`config.mk`:
```
export PLATFORM = sky130hd
export DESIGN_NAME = mem_port_arbiter_flat
export DESIGN_NICKNAME = d
export VERILOG_FILES = /design/src/rtl/cpu_pkg.sv /design/src/rtl/mem_port_arbiter_if.sv /design/src/rtl/rr_pick2.sv /design/src/rtl/mem_port_arbiter.sv /design/src/flat_wrapper.sv
export SDC_FILE = /design/constraint.sdc
export NUM_CORES = 1
export LEC_CHECK = 0
export BUFFER_PORTS_ARGS = -buffer_cell sky130_fd_sc_hd__buf_4
export CAP_MARGIN = 15
export CORE_MARGIN = 2
export CORE_UTILIZATION = 50
export DETAILED_ROUTE_END_ITERATION = 10
export MAX_ROUTING_LAYER = met4
export PLACE_DENSITY_LB_ADDON = 0.1
export SKIP_LAST_GASP = 1
export SYNTH_ARGS = -nofsm -noshare
export SYNTH_HDL_FRONTEND = slang
export SYNTH_SLANG_ARGS = --single-unit
```
`constraint.sdc`:
```
create_clock -name clk -period 2.4 [get_ports clk]
set_clock_uncertainty 0.05 [all_clocks]
set_input_delay 0.48 -clock clk [delete_from_list [all_inputs] [get_ports clk]]
set_output_delay 0.48 -clock clk [all_outputs]
set_load 0.1 [all_outputs]
```
`src/rtl/cpu_pkg.sv`:
```
// Shared CPU-side definitions: cpustate encodings, arbiter FSM states and grant identifiers.
package cpu_pkg;

    typedef enum logic [1:0] {
        ST_HALT  = 2'b00,
        ST_IN    = 2'b01,
        ST_CHECK = 2'b10,
        ST_RUN   = 2'b11
    } cpustate_t;

    typedef enum logic [1:0] {
        IDLE  = 2'b00,
        ISSUE = 2'b01,
        WAIT  = 2'b10,
        RESP  = 2'b11
    } arb_state_t;

    typedef enum logic {
        GRANT_CPU  = 1'b0,
        GRANT_HOST = 1'b1
    } grant_t;

    localparam int CNT_W = 3;

    // The CPU may only use the memory port while the machine is running.
    function automatic logic cpu_eligible(input logic [1:0] state, input logic req);
        return req && (state == ST_RUN);
    endfunction

endpackage

```
`src/rtl/mem_port_arbiter_if.sv`:
```
// Bundle of the CPU, host and memory-side signals around the shared memory port arbiter.
interface mem_port_arbiter_if #(
    parameter int AW = 16,
    parameter int DW = 8
);
    logic [1:0]    cpustate;
    logic          cpu_req;
    logic          cpu_we;
    logic [AW-1:0] cpu_addr;
    logic [DW-1:0] cpu_wdata;
    logic          cpu_ack;
    logic [DW-1:0] cpu_rdata;
    logic          host_req;
    logic          host_we;
    logic [AW-1:0] host_addr;
    logic [DW-1:0] host_wdata;
    logic          host_ack;
    logic [DW-1:0] host_rdata;
    logic          mem_cs;
    logic          mem_we;
    logic [AW-1:0] mem_addr;
    logic [DW-1:0] mem_wdata;
    logic [DW-1:0] mem_rdata;
    logic          busy;

    modport slave (
        input  cpustate,
        input  cpu_req, cpu_we, cpu_addr, cpu_wdata,
        output cpu_ack, cpu_rdata,
        input  host_req, host_we, host_addr, host_wdata,
        output host_ack, host_rdata,
        output mem_cs, mem_we, mem_addr, mem_wdata,
        input  mem_rdata,
        output busy
    );

    modport master (
        output cpustate,
        output cpu_req, cpu_we, cpu_addr, cpu_wdata,
        input  cpu_ack, cpu_rdata,
        output host_req, host_we, host_addr, host_wdata,
        input  host_ack, host_rdata,
        input  mem_cs, mem_we, mem_addr, mem_wdata,
        output mem_rdata,
        input  busy
    );

endinterface

```
`src/rtl/rr_pick2.sv`:
```
// Combinational two-way round-robin pick: on contention the requester that did not win last goes next.
module rr_pick2
    import cpu_pkg::*;
(
    input  logic   cpu_req_i,
    input  logic   host_req_i,
    input  grant_t last_grant_i,
    output logic   any_o,
    output grant_t grant_o
);

    // Winner selection; with no request the output simply follows last_grant_i.
    always_comb begin
        any_o   = cpu_req_i | host_req_i;
        grant_o = last_grant_i;
        if (cpu_req_i && host_req_i) begin
            grant_o = (last_grant_i == GRANT_CPU) ? GRANT_HOST : GRANT_CPU;
        end else if (cpu_req_i) begin
            grant_o = GRANT_CPU;
        end else if (host_req_i) begin
            grant_o = GRANT_HOST;
        end else begin
            grant_o = last_grant_i;
        end
    end

endmodule

```
`src/rtl/mem_port_arbiter.sv`:
```
// Shares one memory port between the CPU bus and the host loader: grant, one access, wait for
// read data, then a one-cycle ack with data back to the winner.
module mem_port_arbiter
    import cpu_pkg::*;
#(
    parameter int AW      = 16,
    parameter int DW      = 8,
    parameter int MEM_LAT = 1
) (
    input logic               clk,
    input logic               rst,
    mem_port_arbiter_if.slave bus_if
);

    localparam logic [CNT_W-1:0] LAT_LOAD = CNT_W'(MEM_LAT - 1);

    arb_state_t       state_q, state_d;
    logic [CNT_W-1:0] cnt_q, cnt_d;
    grant_t           last_grant_q, last_grant_d;
    grant_t           owner_q, owner_d;
    logic             mem_cs_q, mem_cs_d;
    logic             mem_we_q, mem_we_d;
    logic [AW-1:0]    mem_addr_q, mem_addr_d;
    logic [DW-1:0]    mem_wdata_q, mem_wdata_d;
    logic             cpu_ack_q, cpu_ack_d;
    logic             host_ack_q, host_ack_d;
    logic [DW-1:0]    cpu_rdata_q, cpu_rdata_d;
    logic [DW-1:0]    host_rdata_q, host_rdata_d;
    logic             busy_q, busy_d;

    logic             cpu_elig_s;
    logic             pick_any_s;
    grant_t           pick_s;

    assign cpu_elig_s = cpu_eligible(bus_if.cpustate, bus_if.cpu_req);

    rr_pick2 u_pick (
        .cpu_req_i    (cpu_elig_s),
        .host_req_i   (bus_if.host_req),
        .last_grant_i (last_grant_q),
        .any_o        (pick_any_s),
        .grant_o      (pick_s)
    );

    // Next-state and registered-output logic; the mem_* registers double as the request capture.
    always_comb begin
        state_d      = state_q;
        cnt_d        = cnt_q;
        last_grant_d = last_grant_q;
        owner_d      = owner_q;
        mem_cs_d     = 1'b0;
        mem_we_d     = 1'b0;
        mem_addr_d   = {AW{1'b0}};
        mem_wdata_d  = {DW{1'b0}};
        cpu_ack_d    = 1'b0;
        host_ack_d   = 1'b0;
        cpu_rdata_d  = cpu_rdata_q;
        host_rdata_d = host_rdata_q;
        case (state_q)
            IDLE: begin
                if (pick_any_s) begin
                    state_d      = ISSUE;
                    owner_d      = pick_s;
                    last_grant_d = pick_s;
                    mem_cs_d     = 1'b1;
                    if (pick_s == GRANT_CPU) begin
                        mem_we_d    = bus_if.cpu_we;
                        mem_addr_d  = bus_if.cpu_addr;
                        mem_wdata_d = bus_if.cpu_wdata;
                    end else begin
                        mem_we_d    = bus_if.host_we;
                        mem_addr_d  = bus_if.host_addr;
                        mem_wdata_d = bus_if.host_wdata;
                    end
                end else begin
                    state_d = IDLE;
                end
            end
            ISSUE: begin
                if (mem_we_q) begin
                    state_d    = RESP;
                    cpu_ack_d  = (owner_q == GRANT_CPU);
                    host_ack_d = (owner_q == GRANT_HOST);
                end else begin
                    state_d = WAIT;
                    cnt_d   = LAT_LOAD;
                end
            end
            WAIT: begin
                if (cnt_q == {CNT_W{1'b0}}) begin
                    state_d    = RESP;
                    cpu_ack_d  = (owner_q == GRANT_CPU);
                    host_ack_d = (owner_q == GRANT_HOST);
                    if (owner_q == GRANT_CPU) begin
                        cpu_rdata_d = bus_if.mem_rdata;
                    end else begin
                        host_rdata_d = bus_if.mem_rdata;
                    end
                end else begin
                    cnt_d = cnt_q - {{(CNT_W-1){1'b0}}, 1'b1};
                end
            end
            RESP: begin
                state_d = IDLE;
            end
            default: begin
                state_d = IDLE;
            end
        endcase
        busy_d = (state_d != IDLE);
    end

    // State and output registers; reset aborts any access in flight without an ack.
    always_ff @(posedge clk or posedge rst) begin
        if (rst) begin
            state_q      <= IDLE;
            cnt_q        <= {CNT_W{1'b0}};
            last_grant_q <= GRANT_HOST;
            owner_q      <= GRANT_HOST;
            mem_cs_q     <= 1'b0;
            mem_we_q     <= 1'b0;
            mem_addr_q   <= {AW{1'b0}};
            mem_wdata_q  <= {DW{1'b0}};
            cpu_ack_q    <= 1'b0;
            host_ack_q   <= 1'b0;
            cpu_rdata_q  <= {DW{1'b0}};
            host_rdata_q <= {DW{1'b0}};
            busy_q       <= 1'b0;
        end else begin
            state_q      <= state_d;
            cnt_q        <= cnt_d;
            last_grant_q <= last_grant_d;
            owner_q      <= owner_d;
            mem_cs_q     <= mem_cs_d;
            mem_we_q     <= mem_we_d;
            mem_addr_q   <= mem_addr_d;
            mem_wdata_q  <= mem_wdata_d;
            cpu_ack_q    <= cpu_ack_d;
            host_ack_q   <= host_ack_d;
            cpu_rdata_q  <= cpu_rdata_d;
            host_rdata_q <= host_rdata_d;
            busy_q       <= busy_d;
        end
    end

    assign bus_if.mem_cs     = mem_cs_q;
    assign bus_if.mem_we     = mem_we_q;
    assign bus_if.mem_addr   = mem_addr_q;
    assign bus_if.mem_wdata  = mem_wdata_q;
    assign bus_if.cpu_ack    = cpu_ack_q;
    assign bus_if.host_ack   = host_ack_q;
    assign bus_if.cpu_rdata  = cpu_rdata_q;
    assign bus_if.host_rdata = host_rdata_q;
    assign bus_if.busy       = busy_q;

endmodule

```
`src/flat_wrapper.sv`:
```
// flat-port wrapper written by rule: the top's interface ports become plain ports
module mem_port_arbiter_flat import cpu_pkg::*;
#(
    parameter int AW      = 16,
    parameter int DW      = 8,
    parameter int MEM_LAT = 1
)
  (clk, rst, bus_if_cpustate, bus_if_cpu_req, bus_if_cpu_we, bus_if_cpu_addr, bus_if_cpu_wdata, bus_if_cpu_ack, bus_if_cpu_rdata, bus_if_host_req, bus_if_host_we, bus_if_host_addr, bus_if_host_wdata, bus_if_host_ack, bus_if_host_rdata, bus_if_mem_cs, bus_if_mem_we, bus_if_mem_addr, bus_if_mem_wdata, bus_if_mem_rdata, bus_if_busy);
  mem_port_arbiter_if #(.AW(AW), .DW(DW)) bus_if_i ();
  input logic clk;
  input logic rst;
  input wire logic [$bits(bus_if_i.cpustate)-1:0] bus_if_cpustate;
  input wire logic [$bits(bus_if_i.cpu_req)-1:0] bus_if_cpu_req;
  input wire logic [$bits(bus_if_i.cpu_we)-1:0] bus_if_cpu_we;
  input wire logic [$bits(bus_if_i.cpu_addr)-1:0] bus_if_cpu_addr;
  input wire logic [$bits(bus_if_i.cpu_wdata)-1:0] bus_if_cpu_wdata;
  output wire logic [$bits(bus_if_i.cpu_ack)-1:0] bus_if_cpu_ack;
  output wire logic [$bits(bus_if_i.cpu_rdata)-1:0] bus_if_cpu_rdata;
  input wire logic [$bits(bus_if_i.host_req)-1:0] bus_if_host_req;
  input wire logic [$bits(bus_if_i.host_we)-1:0] bus_if_host_we;
  input wire logic [$bits(bus_if_i.host_addr)-1:0] bus_if_host_addr;
  input wire logic [$bits(bus_if_i.host_wdata)-1:0] bus_if_host_wdata;
  output wire logic [$bits(bus_if_i.host_ack)-1:0] bus_if_host_ack;
  output wire logic [$bits(bus_if_i.host_rdata)-1:0] bus_if_host_rdata;
  output wire logic [$bits(bus_if_i.mem_cs)-1:0] bus_if_mem_cs;
  output wire logic [$bits(bus_if_i.mem_we)-1:0] bus_if_mem_we;
  output wire logic [$bits(bus_if_i.mem_addr)-1:0] bus_if_mem_addr;
  output wire logic [$bits(bus_if_i.mem_wdata)-1:0] bus_if_mem_wdata;
  input wire logic [$bits(bus_if_i.mem_rdata)-1:0] bus_if_mem_rdata;
  output wire logic [$bits(bus_if_i.busy)-1:0] bus_if_busy;
  assign bus_if_i.cpustate = bus_if_cpustate;
  assign bus_if_i.cpu_req = bus_if_cpu_req;
  assign bus_if_i.cpu_we = bus_if_cpu_we;
  assign bus_if_i.cpu_addr = bus_if_cpu_addr;
  assign bus_if_i.cpu_wdata = bus_if_cpu_wdata;
  assign bus_if_cpu_ack = bus_if_i.cpu_ack;
  assign bus_if_cpu_rdata = bus_if_i.cpu_rdata;
  assign bus_if_i.host_req = bus_if_host_req;
  assign bus_if_i.host_we = bus_if_host_we;
  assign bus_if_i.host_addr = bus_if_host_addr;
  assign bus_if_i.host_wdata = bus_if_host_wdata;
  assign bus_if_host_ack = bus_if_i.host_ack;
  assign bus_if_host_rdata = bus_if_i.host_rdata;
  assign bus_if_mem_cs = bus_if_i.mem_cs;
  assign bus_if_mem_we = bus_if_i.mem_we;
  assign bus_if_mem_addr = bus_if_i.mem_addr;
  assign bus_if_mem_wdata = bus_if_i.mem_wdata;
  assign bus_if_i.mem_rdata = bus_if_mem_rdata;
  assign bus_if_busy = bus_if_i.busy;
  mem_port_arbiter #(.AW(AW), .DW(DW), .MEM_LAT(MEM_LAT)) u_core (.clk(clk), .rst(rst), .bus_if(bus_if_i));
endmodule
```
==> run_results.csv <==
group,metric,value,unit
status,outcome,"completed",
cts,clock_latency,0.30,ns
cts,cts_tree,"done",
route,wl_met1,2230,microns
logic_synthesis,seq_area_frac_synth,0.529,
critical_path,end_kind,"flop",
cts,cts_resized,0,
route,dr_wl_met2,2840,microns
route,dr.max_layer_used,"met4",
power,p_per_area,1570,mW/mm^2
route,drt_pre_antenna_iters,4,
critical_path,critPathMaxStageDelay,0.70,ns
logic_synthesis,synth_area,0.00242,sq mm
logic_synthesis,yosysTopAreaCell,"dfrtp_1",
critical_path,critPathRequiredTime,2.58,ns
floorplan,core-area,0.00469,sq mm
route,post_drt_wl_per_cell,15.4,microns
logic_synthesis,async_reset_ff_frac,1.00,
route,first_iter_violations,100,
grt,grt_usage,0.223,
placement,dp_hpwl,4170,microns
cts,clock_path_buffers,2,
route,met3_length,396,microns
timing,fin_crit_sh,0.757,
route,vias,1926,
logic_synthesis,ys_ff_latch,51,
timing,rsz0062_at_grt,"false",
timing,finalCriticalPeriod,1.82,ns
power,vdd_ir_drop_max,0.901,mV
timing,fmax,0.550,GHz
timing,drv_slew,0,
layout,antenna_cells,0,
layout,final-instance-count-excl-fill,359,
floorplan,initial_core_util,0.515,
critical_path,start_kind,"flop",
placement,portBuffers,108,
placement,gp_congestion,0.810,
route,drt-total-wl,5520,microns
grt,grt_pass1_vias,1947,
floorplan,dieArea,0.00540,sq mm
run,maxCapViolCount,0,
cts,cts_buffers,5,
critical_path,cp_max_fo,26,
timing,finalHoldViolations,0,
timing,finalSetupViolCount,0,
layout,nets,373,
critical_path,cp_cell_sequence,"or2_1 -> nand3_1 -> a21oi_2",
critical_path,r2r_start,"u_core.owner_q$_DFFE_PP1P_",
timing,setup_tns,0,ns
timing,slew_headroom,0.422,
layout,areaGrowthSynthToFinish,38.3,%
cts,cts_setup_buffers,0,
logic_synthesis,postSynthAreaPerCell,12.4,sq um
placement,placed_cells,351,
cts,cts_sinks,51,
critical_path,rrSetupSlack,0.58,ns
worst_hold_path,hold_path.class,"input port to asynchronous set/reset pin",
layout,final_util,0.712,
power,p_leak,1.65,nW
logic_synthesis,synth_fp_nets,264,
logic_synthesis,synth_edf_count,0,
floorplan,io_pins,109,
critical_path,reg2reg_depth,3,
critical_path,cp_data_arrival_time,1.99,ns
critical_path,critPathTopFamily,"simple AND/OR/NAND/NOR gates",
grt,grt_pass1_wl,9000,microns
cts,h-tree-depth,2,
timing,hold_ws,0.277,ns
floorplan,die_x,73.5,microns
grt,antenna_found_initial,0,
cts,clk_pin_slew,0.09,ns
critical_path,crit_buf_inv,0,
logic_synthesis,yosysUniqueCellTypes,31,
logic_synthesis,synth_area_leaders,"dfrtp_1, mux2_2, a21oi_2",
logic_synthesis,synthCells,195,
grt,grt-ovfl-total,0,
logic_synthesis,synth_most_common_cell,"dfrtp_1",
floorplan,die_y,73.5,microns
logic_synthesis,ys_warn_count,0,
timing,worst_pin_slew,0.866,ns
logic_synthesis,synthDominantCellAreaShare,0.518,
critical_path,reg2reg_to,"u_core.bus_if.mem_wdata[3]$_DFF_PP0_",
critical_path,worstSetupPathType,"flop to flop",
cts,ctsHoldBuffers,0,
route,ant_nets,0,
cts,cts_root_buf,"clkbuf_8",
layout,drive_above_1_share,0.620,
critical_path,slowest_stage,"or2_1",
logic_synthesis,ys_dominant_reg_cell,"dfrtp_1",
floorplan,rows,25,
grt,grt_max_degree,39,
route,drc,0,
logic_synthesis,ys_top_cells_by_count,"dfrtp_1, nand3_1, a21oi_2, o21ai_2, mux2_2",
route,avgViaCountPerCell,5.36,
==> state kept, by name, summed over array words and instances, names as in the netlist <==
signal                    flops
u_core.bus_if.host_rdata      8
u_core.bus_if.mem_wdata       8
u_core.bus_if.mem_cs          1
u_core.state_q                2
u_core.bus_if.cpu_rdata       8
u_core.owner_q                1
u_core.bus_if.busy            1
u_core.bus_if.host_ack        1
u_core.bus_if.mem_addr       16
u_core.bus_if.mem_we          1
u_core.bus_if.cpu_ack         1
u_core.cnt_q                  3
==> power breakdown <==
group	total (mW)	switching, mW	internal, mW
combinational	3.26	2.48	0.779
sequential	1.29	0.131	1.16
clock	0.703	0.287	0.416
total	5.25	2.90	2.35
==> metal layers <==
metal  vias to the layer above  GRT usage
met4                         0     0.0545
met1                       929      0.288
met3                         7     0.0425
met2                        87      0.363
met5                         -          -
li1                        903          -
==> per-stage QoR <==
stage          instance area, sq um  setup slack (ns)  power [mW]
3_3_place_gp                   3200             0.658        4.54
2_1_floorplan                  2420             0.642        3.93
3_5_place_dp                   3200             0.630        4.58
5_1_grt                        3340             0.437        5.49
6_report                       3340             0.582        5.25
4_1_cts                        3340             0.587        5.29
==> placed cells by master (no fill, tap or decap), types with 2 or more instances in the layout <==
master	instances
ha_1	5
mux2i_1	4
clkbuf_8	5
dfrtp_1	50
nor2_1	2
a21oi_1	5
mux2_2	17
nand3_2	2
nand3_1	25
inv_1	7
o21ai_2	20
nand2b_1	2
nand2_1	4
o21ai_0	5
a21oi_2	20
bufinv_16	2
buf_4	116
inv_2	2
==> worst max path at each step <==
stage	slack [ns]	depth (start not counted)	endpoint	start
2_1_floorplan	0.64	1	u_core.bus_if.busy$_DFF_PP0_	rst
3_3_place_gp	0.66	4	u_core.bus_if.mem_addr[0]$_DFF_PP0_	bus_if_host_req
3_5_place_dp	0.63	3	u_core.bus_if.mem_addr[6]$_DFF_PP0_	u_core.owner_q$_DFFE_PP1P_
4_1_cts	0.59	3	u_core.bus_if.mem_wdata[3]$_DFF_PP0_	u_core.owner_q$_DFFE_PP1P_
5_1_grt	0.44	3	u_core.bus_if.mem_wdata[3]$_DFF_PP0_	u_core.owner_q$_DFFE_PP1P_
6_report	0.58	3	u_core.bus_if.mem_wdata[3]$_DFF_PP0_	u_core.owner_q$_DFFE_PP1P_
==> final cells by class <==
class / count / area [sq um]
Sequential cell: 51 / 1280
Inverter: 9 / 33.8
Multi-Input combinational cell: 121 / 955
Timing Repair Buffer: 116 / 871
Tap cell: 54 / 67.6
Fill cell: 383 / 1350
Clock inverter: 3 / 67.6
Clock buffer: 5 / 68.8
==> kinds of logic after synthesis <==
| group | share of synthesized area |
|---|---|
| buffers and inverters | 0.0761 |
| multiplexers | 0.0958 |
| adder cells (fa/ha/maj) | 0.0259 |
| flip-flops | 0.529 |
| AO/OA/AOI/OAI | 0.184 |
| AND/OR/NAND/NOR | 0.0896 |
Note: power is estimated with default switching activity, not from simulation.
